===== config.mk =====
export PLATFORM = sky130hd
export DESIGN_NAME = ext_pipe
export DESIGN_NICKNAME = d
export VERILOG_FILES = /design/src/rtl/ext_pkg.sv /design/src/rtl/ext_core.sv /design/src/rtl/ext_pipe.sv
export SDC_FILE = /design/constraint.sdc
export NUM_CORES = 1
export LEC_CHECK = 0
export CAP_MARGIN = 15
export CORE_MARGIN = 2
export CORE_UTILIZATION = 30
export CTS_BUF_LIST = sky130_fd_sc_hd__clkbuf_16
export CTS_CLUSTER_DIAMETER = 120
export DETAILED_ROUTE_END_ITERATION = 8
export PLACE_DENSITY_LB_ADDON = 0.25
export SLEW_MARGIN = 20
export SYNTH_ARGS = -nofsm -noshare
export SYNTH_HDL_FRONTEND = slang
export SYNTH_SLANG_ARGS = --single-unit

===== constraint.sdc =====
create_clock -name clk -period 1.1 [get_ports clk]
set_input_delay 0.22 -clock clk [delete_from_list [all_inputs] [get_ports clk]]
set_output_delay 0.22 -clock clk [all_outputs]
set_load 0.02 [all_outputs]

===== src/rtl/ext_pkg.sv =====
//------------------------------------------------------------------------------
// Module   : ext_pkg
// Purpose  : Mode encodings shared by the registered immediate/load extender.
// Revision : 1.0
//------------------------------------------------------------------------------
`default_nettype none

package ext_pkg;

    localparam int EXT_MODE_W = 3;

    localparam logic [EXT_MODE_W-1:0] EXT_ZERO = 3'd0;
    localparam logic [EXT_MODE_W-1:0] EXT_SIGN = 3'd1;
    localparam logic [EXT_MODE_W-1:0] EXT_LUI  = 3'd2;
    localparam logic [EXT_MODE_W-1:0] EXT_BOFF = 3'd3;
    localparam logic [EXT_MODE_W-1:0] EXT_LB   = 3'd4;
    localparam logic [EXT_MODE_W-1:0] EXT_LBU  = 3'd5;
    localparam logic [EXT_MODE_W-1:0] EXT_LH   = 3'd6;
    localparam logic [EXT_MODE_W-1:0] EXT_LHU  = 3'd7;

endpackage

`default_nettype wire


===== src/rtl/ext_core.sv =====
//------------------------------------------------------------------------------
// Module   : ext_core
// Purpose  : Combinational mode -> extended data plus illegal-item flag.
//            Load modes exist only when EXT_LOAD_EN is defined.
// Revision : 1.0
//------------------------------------------------------------------------------
`default_nettype none

module ext_core
    import ext_pkg::*;
#(
    parameter int IMM_W  = 16,
    parameter int DATA_W = 32
) (
    input  logic [EXT_MODE_W-1:0]        mode_i,
    input  logic [IMM_W-1:0]             imm_i,
    input  logic [DATA_W-1:0]            word_i,
    input  logic [$clog2(DATA_W/8)-1:0]  off_i,
    output logic [DATA_W-1:0]            data_o,
    output logic                         illegal_o
);

    localparam int OFF_W = $clog2(DATA_W/8);

    logic [DATA_W-1:0] w_sext;
    assign w_sext = DATA_W'($signed(imm_i));

`ifdef EXT_LOAD_EN
    logic [OFF_W-1:0] w_half_off;
    logic [7:0]       w_byte;
    logic [15:0]      w_half;

    // Halfword lanes are addressed on even offsets; misaligned offsets are flagged below.
    always_comb begin
        w_half_off    = off_i;
        w_half_off[0] = 1'b0;
    end

    assign w_byte = 8'(word_i >> {off_i, 3'b000});
    assign w_half = 16'(word_i >> {w_half_off, 3'b000});
`else
    logic w_unused_load;
    assign w_unused_load = ^{word_i, off_i};
`endif

    always_comb begin
        data_o    = '0;
        illegal_o = 1'b0;
        case (mode_i)
            EXT_ZERO: data_o = DATA_W'(imm_i);
            EXT_SIGN: data_o = w_sext;
            EXT_LUI:  data_o = DATA_W'(imm_i) << (DATA_W - IMM_W);
            EXT_BOFF: data_o = w_sext << 2;
`ifdef EXT_LOAD_EN
            EXT_LB:   data_o = DATA_W'($signed(w_byte));
            EXT_LBU:  data_o = DATA_W'(w_byte);
            EXT_LH: begin
                if (off_i[0]) illegal_o = 1'b1;
                else          data_o    = DATA_W'($signed(w_half));
            end
            EXT_LHU: begin
                if (off_i[0]) illegal_o = 1'b1;
                else          data_o    = DATA_W'(w_half);
            end
`endif
            default:  illegal_o = 1'b1;
        endcase
    end

endmodule

`default_nettype wire


===== src/rtl/ext_pipe.sv =====
//------------------------------------------------------------------------------
// Module   : ext_pipe
// Purpose  : One-stage registered extender with valid/ready, flush and sticky
//            err. Load modes 4-7 are built only when EXT_LOAD_EN is defined.
// Revision : 1.0
//------------------------------------------------------------------------------
`default_nettype none

module ext_pipe
    import ext_pkg::*;
#(
    parameter int IMM_W  = 16,
    parameter int DATA_W = 32,
    parameter int TAG_W  = 5
) (
    input  logic                         clk,
    input  logic                         reset_n,
    input  logic                         in_valid,
    output logic                         in_ready,
    input  logic [EXT_MODE_W-1:0]        in_mode,
    input  logic [IMM_W-1:0]             in_imm,
    input  logic [DATA_W-1:0]            in_word,
    input  logic [$clog2(DATA_W/8)-1:0]  in_off,
    input  logic [TAG_W-1:0]             in_tag,
    input  logic                         flush,
    output logic                         out_valid,
    input  logic                         out_ready,
    output logic [DATA_W-1:0]            out_data,
    output logic [TAG_W-1:0]             out_tag,
    output logic                         err
);

    logic [DATA_W-1:0] w_core_data;
    logic              w_core_illegal;
    logic              w_accept;

    logic              out_valid_q, out_valid_d;
    logic [DATA_W-1:0] out_data_q,  out_data_d;
    logic [TAG_W-1:0]  out_tag_q,   out_tag_d;
    logic              err_q,       err_d;

    ext_core #(
        .IMM_W  (IMM_W),
        .DATA_W (DATA_W)
    ) u_core (
        .mode_i    (in_mode),
        .imm_i     (in_imm),
        .word_i    (in_word),
        .off_i     (in_off),
        .data_o    (w_core_data),
        .illegal_o (w_core_illegal)
    );

    assign in_ready = !out_valid_q | out_ready;
    assign w_accept = in_valid & in_ready & !flush;

    // Flush outranks accept, so an item killed in its accept cycle never reaches err.
    always_comb begin
        out_valid_d = out_valid_q;
        out_data_d  = out_data_q;
        out_tag_d   = out_tag_q;
        err_d       = err_q;
        if (flush) begin
            out_valid_d = 1'b0;
        end else if (w_accept) begin
            out_valid_d = 1'b1;
            out_data_d  = w_core_illegal ? '0 : w_core_data;
            out_tag_d   = in_tag;
            err_d       = err_q | w_core_illegal;
        end else if (out_ready) begin
            out_valid_d = 1'b0;
        end
    end

    always_ff @(posedge clk or negedge reset_n) begin
        if (!reset_n) begin
            out_valid_q <= 1'b0;
            out_data_q  <= '0;
            out_tag_q   <= '0;
            err_q       <= 1'b0;
        end else begin
            out_valid_q <= out_valid_d;
            out_data_q  <= out_data_d;
            out_tag_q   <= out_tag_d;
            err_q       <= err_d;
        end
    end

    assign out_valid = out_valid_q;
    assign out_data  = out_data_q;
    assign out_tag   = out_tag_q;
    assign err       = err_q;

endmodule

`default_nettype wire


== Word level (Yosys, flattened, before mapping) ==
Cells that the tools add are included.

* Reduce and logical (&&, ||, !) cells: 6
* Equal/unequal tests: 3
* Multiplexer cells: 6
* Bitwise logic cells: 5

{| class="wikitable"
|+ Operator list
! kind !! count
|-
| $pmux W32 S4 || 1
|-
| $mux W32 || 1
|-
| $eq A3 B2 Y1 const B || 2
|-
| $mux W1 || 4
|-
| $reduce_or A4 Y1 || 1
|-
| $eq A3 B1 Y1 const B || 1
|-
| $logic_not A3 Y1 || 1
|-
| $reduce_bool A3 Y1 || 1
|-
| $and A1 B1 Y1 || 2
|-
| $logic_not A1 Y1 || 2
|-
| $or A1 B1 Y1 || 2
|-
| $reduce_and A2 Y1 || 1
|-
| $not A1 Y1 || 1
|}

* Output and inout bits: 40
* Word-level logic and storage cells: 24
* Register bits after elaboration: 39

== Logic depth before layout (Yosys ltp) ==
* Depth in word-level cells: 6
* Mapped depth: 5

== Modules after synthesis ==
Synthesis repeated with hierarchy kept, for this count alone.

* Cells, all modules: 213
* Area, all modules: 2357.3 sq um

{| class="wikitable"
|+ By module, submodules not included
! module !! area each (sq um) !! times used !! cells each !! seq. area each (sq um)
|-
| ext_pipe || 1796.7 || 1 || 121 || 975.9
|-
| ext_core || 560.5 || 1 || 92 || 0.0
|}

== Worst setup path after synthesis ==
OpenSTA, ideal clock, no wires.

* Path kind: flip-flop to flip-flop
* Start point: register out_valid_q (netlist: out_valid)
* End point: register out_data_q[0] (netlist: out_data[0])
* Data arrival time: 1160 ps
* Period minus slack after synthesis: 1285 ps
* Library setup time: 125 ps
* Stages on the path, launching flop included: 5
* Setup slack: -185 ps
* Cell sequence: dfrtp_1 nand2b_4 nand3_2 buf_6 mux2_4

* Word-level cells in the longest chain between the ends: 5

{| class="wikitable"
|+ RTL lines
! item !! RTL line !! RTL
|-
| from (decl) || ext_pipe.sv:37 || <nowiki>logic out_valid_q, out_valid_d;</nowiki>
|-
| from (signal assigned) || ext_pipe.sv:82 || <nowiki>out_valid_q <= out_valid_d;</nowiki>
|-
| $logic_not A1 Y1 || ext_pipe.sv:54 || <nowiki>assign in_ready = !out_valid_q | out_ready;</nowiki>
|-
| $or A1 B1 Y1 || ext_pipe.sv:54 ||
|-
| via in_ready || ext_pipe.sv:19 || <nowiki>output logic in_ready,</nowiki>
|-
| $and A1 B1 Y1 (2 in a row) || ext_pipe.sv:55 || <nowiki>assign w_accept = in_valid & in_ready & !flush;</nowiki>
|-
| $reduce_and A2 Y1 (no source line) || n/a ||
|-
| to (signal assigned) || ext_pipe.sv:83 || <nowiki>out_data_q <= out_data_d;</nowiki>
|-
| to (decl) || ext_pipe.sv:38 || <nowiki>logic [DATA_W-1:0] out_data_q, out_data_d;</nowiki>
|}

The timed path passes the listed nets, and every way through them passes these cells.
A chain may end at the register's enable or synchronous reset.

== Worst setup path in the final report ==
* Start point: register out_valid_q (netlist: out_valid)
* End point: register out_tag_q[4] (netlist: out_tag[4])

* Word-level cells in the longest chain between the ends: 5

{| class="wikitable"
|+ RTL lines
! item !! RTL line !! RTL
|-
| $logic_not A1 Y1 || ext_pipe.sv:54 ||
|-
| $or A1 B1 Y1 || ext_pipe.sv:54 ||
|-
| $and A1 B1 Y1 (2 in a row) || ext_pipe.sv:55 ||
|-
| $reduce_and A2 Y1 (no source line) || n/a ||
|-
| to (signal assigned) || ext_pipe.sv:84 || <nowiki>out_tag_q <= out_tag_d;</nowiki>
|-
| to (decl) || ext_pipe.sv:39 || <nowiki>logic [TAG_W-1:0] out_tag_q, out_tag_d;</nowiki>
|}

No other way between the ends.

==> impl_results.md <==
- Worst setup margin: -0.171 ns
- Antenna-violating nets left: 0
- Worst reg2reg path startpoint: out_valid
- Post-Syn Nets: 210
- Clk pwr share: 39.4%
- Vias after detailed routing: 1639
- Sw Pwr: 1.18 mW
- Slew Viols, Final: 0
- DR pass1 iterations: 4
- I/O Buffers: 68
- CP Capture Type: register
- R2R setup slack: -0.17 ns
- Worst setup path category: reg2reg
- Seq pwr share: 35.7%
- RD Place Congestion: 0.772
- Pin count of the biggest net entering global routing: 40
- Ports: 103
- Cell variety after synth: 23
- Initial antenna violation count: 0
- Die height: 83.1 µm
- Total Wirelength: 5.15 mm
- Clk buf depth: 2
- Max_slew headroom: 83.2%
- Core Util, Final: 52.6%
- Die Width: 83.1 µm
- Crit path max fanout: 5
- Fin. Hold Viols: 0
- Max Cap Viol: 0
- RSZ-0062 raised after global routing: yes
- Sw frac: 25.3%
- Pre-CTS setup slack: -0.537 ns
- Failing checks: setup timing
- Drt first-iter violations: 88
- Final non-filler cell total: 341
- Share of cells above drive strength 1: 52.3%
- Power per cell area: 1480 nW/µm²
- DR vias/cell: 4.81
- Htree depth: 2
- Nature of the critical path startpoint: register
- CTS clk-pin slew, worst paths: 0.06 ns
- Layout area overhead: 67.8%
- CTS buffer count: 5
- GRT Util Overall: 15.1%
- Peak supply drop: 0.737 mV
- Avg Inst Size Synth: 12.8 µm²
- Vias in the first global route: 1710
- Final Skew: 0.00320 ns
- Status: complete, but fails checks
- Pin slew with the least headroom to its limit: 0.252 ns
- Fin crit period: 1.27 ns
- Int Pwr: 3.48 mW
- CORE AREA: 5990 µm²
- Skew-Pair Late Insertion Delay: 0.27 ns
- Placed Cells: 327
- Total of warnings raised by yosys: 0
- Cells after Synth: 147
- First-pass GRT wire length: 8.56 mm
- Crit share post-route: 116%
- Core Rows: 28
- Crit path from: out_valid
- Highest Clock Rate: 787 MHz
- HP Class: in2async
- Static leakage: 1.52 nW
- Clk sinks: 39
- R2R cell count: 5
- Layout fillers: 544
- Synthesized flop and latch total: 39
- Root buffer cell: clkbuf_16
- Starting density of the core: 31.3%
- Routed length per placed instance: 15.1 µm
- Ant diodes: 0
- Nets: 328
- Post-detail-place hpwl: 3.56 mm
- Post-Syn Area: 1880 µm²
- Commonest non-fill, non-tap cell in the layout: buf_4
- Setup tns final: -5.71 ns
- Grt ovf: 0
- Comb pwr share: 24.9%
- Residual DRC count: 0
- CTS tree: done
- Final setup violation count: 40
- DIE AREA: 6910 µm²
- CP required: 1.26 ns
- Worst Path Arrival: 1.43 ns
- Sequential element share of the synthesized area: 52.0%
- Most frequent cells in the layout: buf_4 (46), buf_2 (39), dfrtp_1 (38)
logic make-up after synthesis:
family	Yosys count	share of synthesized area, %
and+or+nand+nor	22	8.86
DFF	39	52.0
AOI/OAI and AO/OA	61	24.5
muxes	9	6.80
buffers and inverters	16	7.86
worst max-delay path, stage by stage (launching register included):
cell and delay, ns:
dfrtp_2 0.42, nand2b_4 0.08, buf_12 0.10, buf_4 0.11
nand3_4 0.12, mux2_4 0.32
worst paths after layout:
path / to
worst max-delay path: out_tag[4]
worst min-delay path: out_data[26]
worst max register to register: out_tag[4]
worst min register to register: err
max in group asynchronous: out_valid
min in group clk: out_data[31]
state kept, by name (all words and copies together), names as in the netlist:
register   flops
out_data      32
err            1
out_tag        5
out_valid      1
what timing repair did:
action | 4_1_cts | 5_1_grt
endpoints found under the hold margin | 39 | 0
pin swaps | 1 | 1
cloned | 2 | 0
setup endpoints to repair | 78 | 40
hold buffers | 1 | 0
gates resized for setup | 164 | 17
setup buffers | 0 | 3
synthesized netlist by cell type, drive strengths merged:
cell,count,area (µm²)
nor3b,2,15.0
nor2b,14,87.6
nand4,1,12.5
o211a,1,10.0
nand3,1,10.0
and2,1,8.76
dfrtp,39,976
mux2,9,128
a21oi,29,156
a22oi,1,7.51
o21bai,1,7.51
nand2b,1,13.8
inv,3,11.3
o2bb2ai,29,279
and3b,1,8.76
and2b,1,10.0
clkbuf,2,7.51
buf,11,129
layout make-up:
cell class / count / area (µm²) / area share (%)
repair buffers: 123 / 1010 / 31.9
flip-flops and latches: 39 / 977 / 31.0
multi-input cells: 93 / 875 / 27.7
clock buffers: 5 / 125 / 3.97
well taps: 75 / 93.8 / 2.98
clock inverters: 3 / 63.8 / 2.02
inverters: 3 / 11.3 / 0.357
per-layer routing:
layer / vias to the layer above / GRT usage (%) / share of wire, %
li1: 780 / - / -
met1: 795 / 20.6 / 45
met2: 62 / 24.1 / 47
met3: 2 / 5.17 / 7.4
met4: 0 / 1.79 / 0.33
met5: - / 0 / 0
metrics by stage:
stage	hold WS (ns)	total power, mW	area, µm²
after global placement	0.210	2.94	3010
after CTS	0.458	4.69	3080
after global routing	0.482	4.90	3150
after floorplan	-0.0756	2.26	1960
final	0.447	4.67	3150
after detailed placement	0.210	2.95	3010
power by group through the flow:
stage | registers [mW] | logic [mW] | clock network [mW]
detailed placement | 1.69 | 1.25 | 0
finish | 1.67 | 1.16 | 1.84
CTS | 1.67 | 1.14 | 1.88
floorplan | 1.88 | 0.376 | 0
global placement | 1.70 | 1.24 | 0
global route | 1.68 | 1.24 | 1.97
No activity file was read; power rests on OpenSTA's default activity.
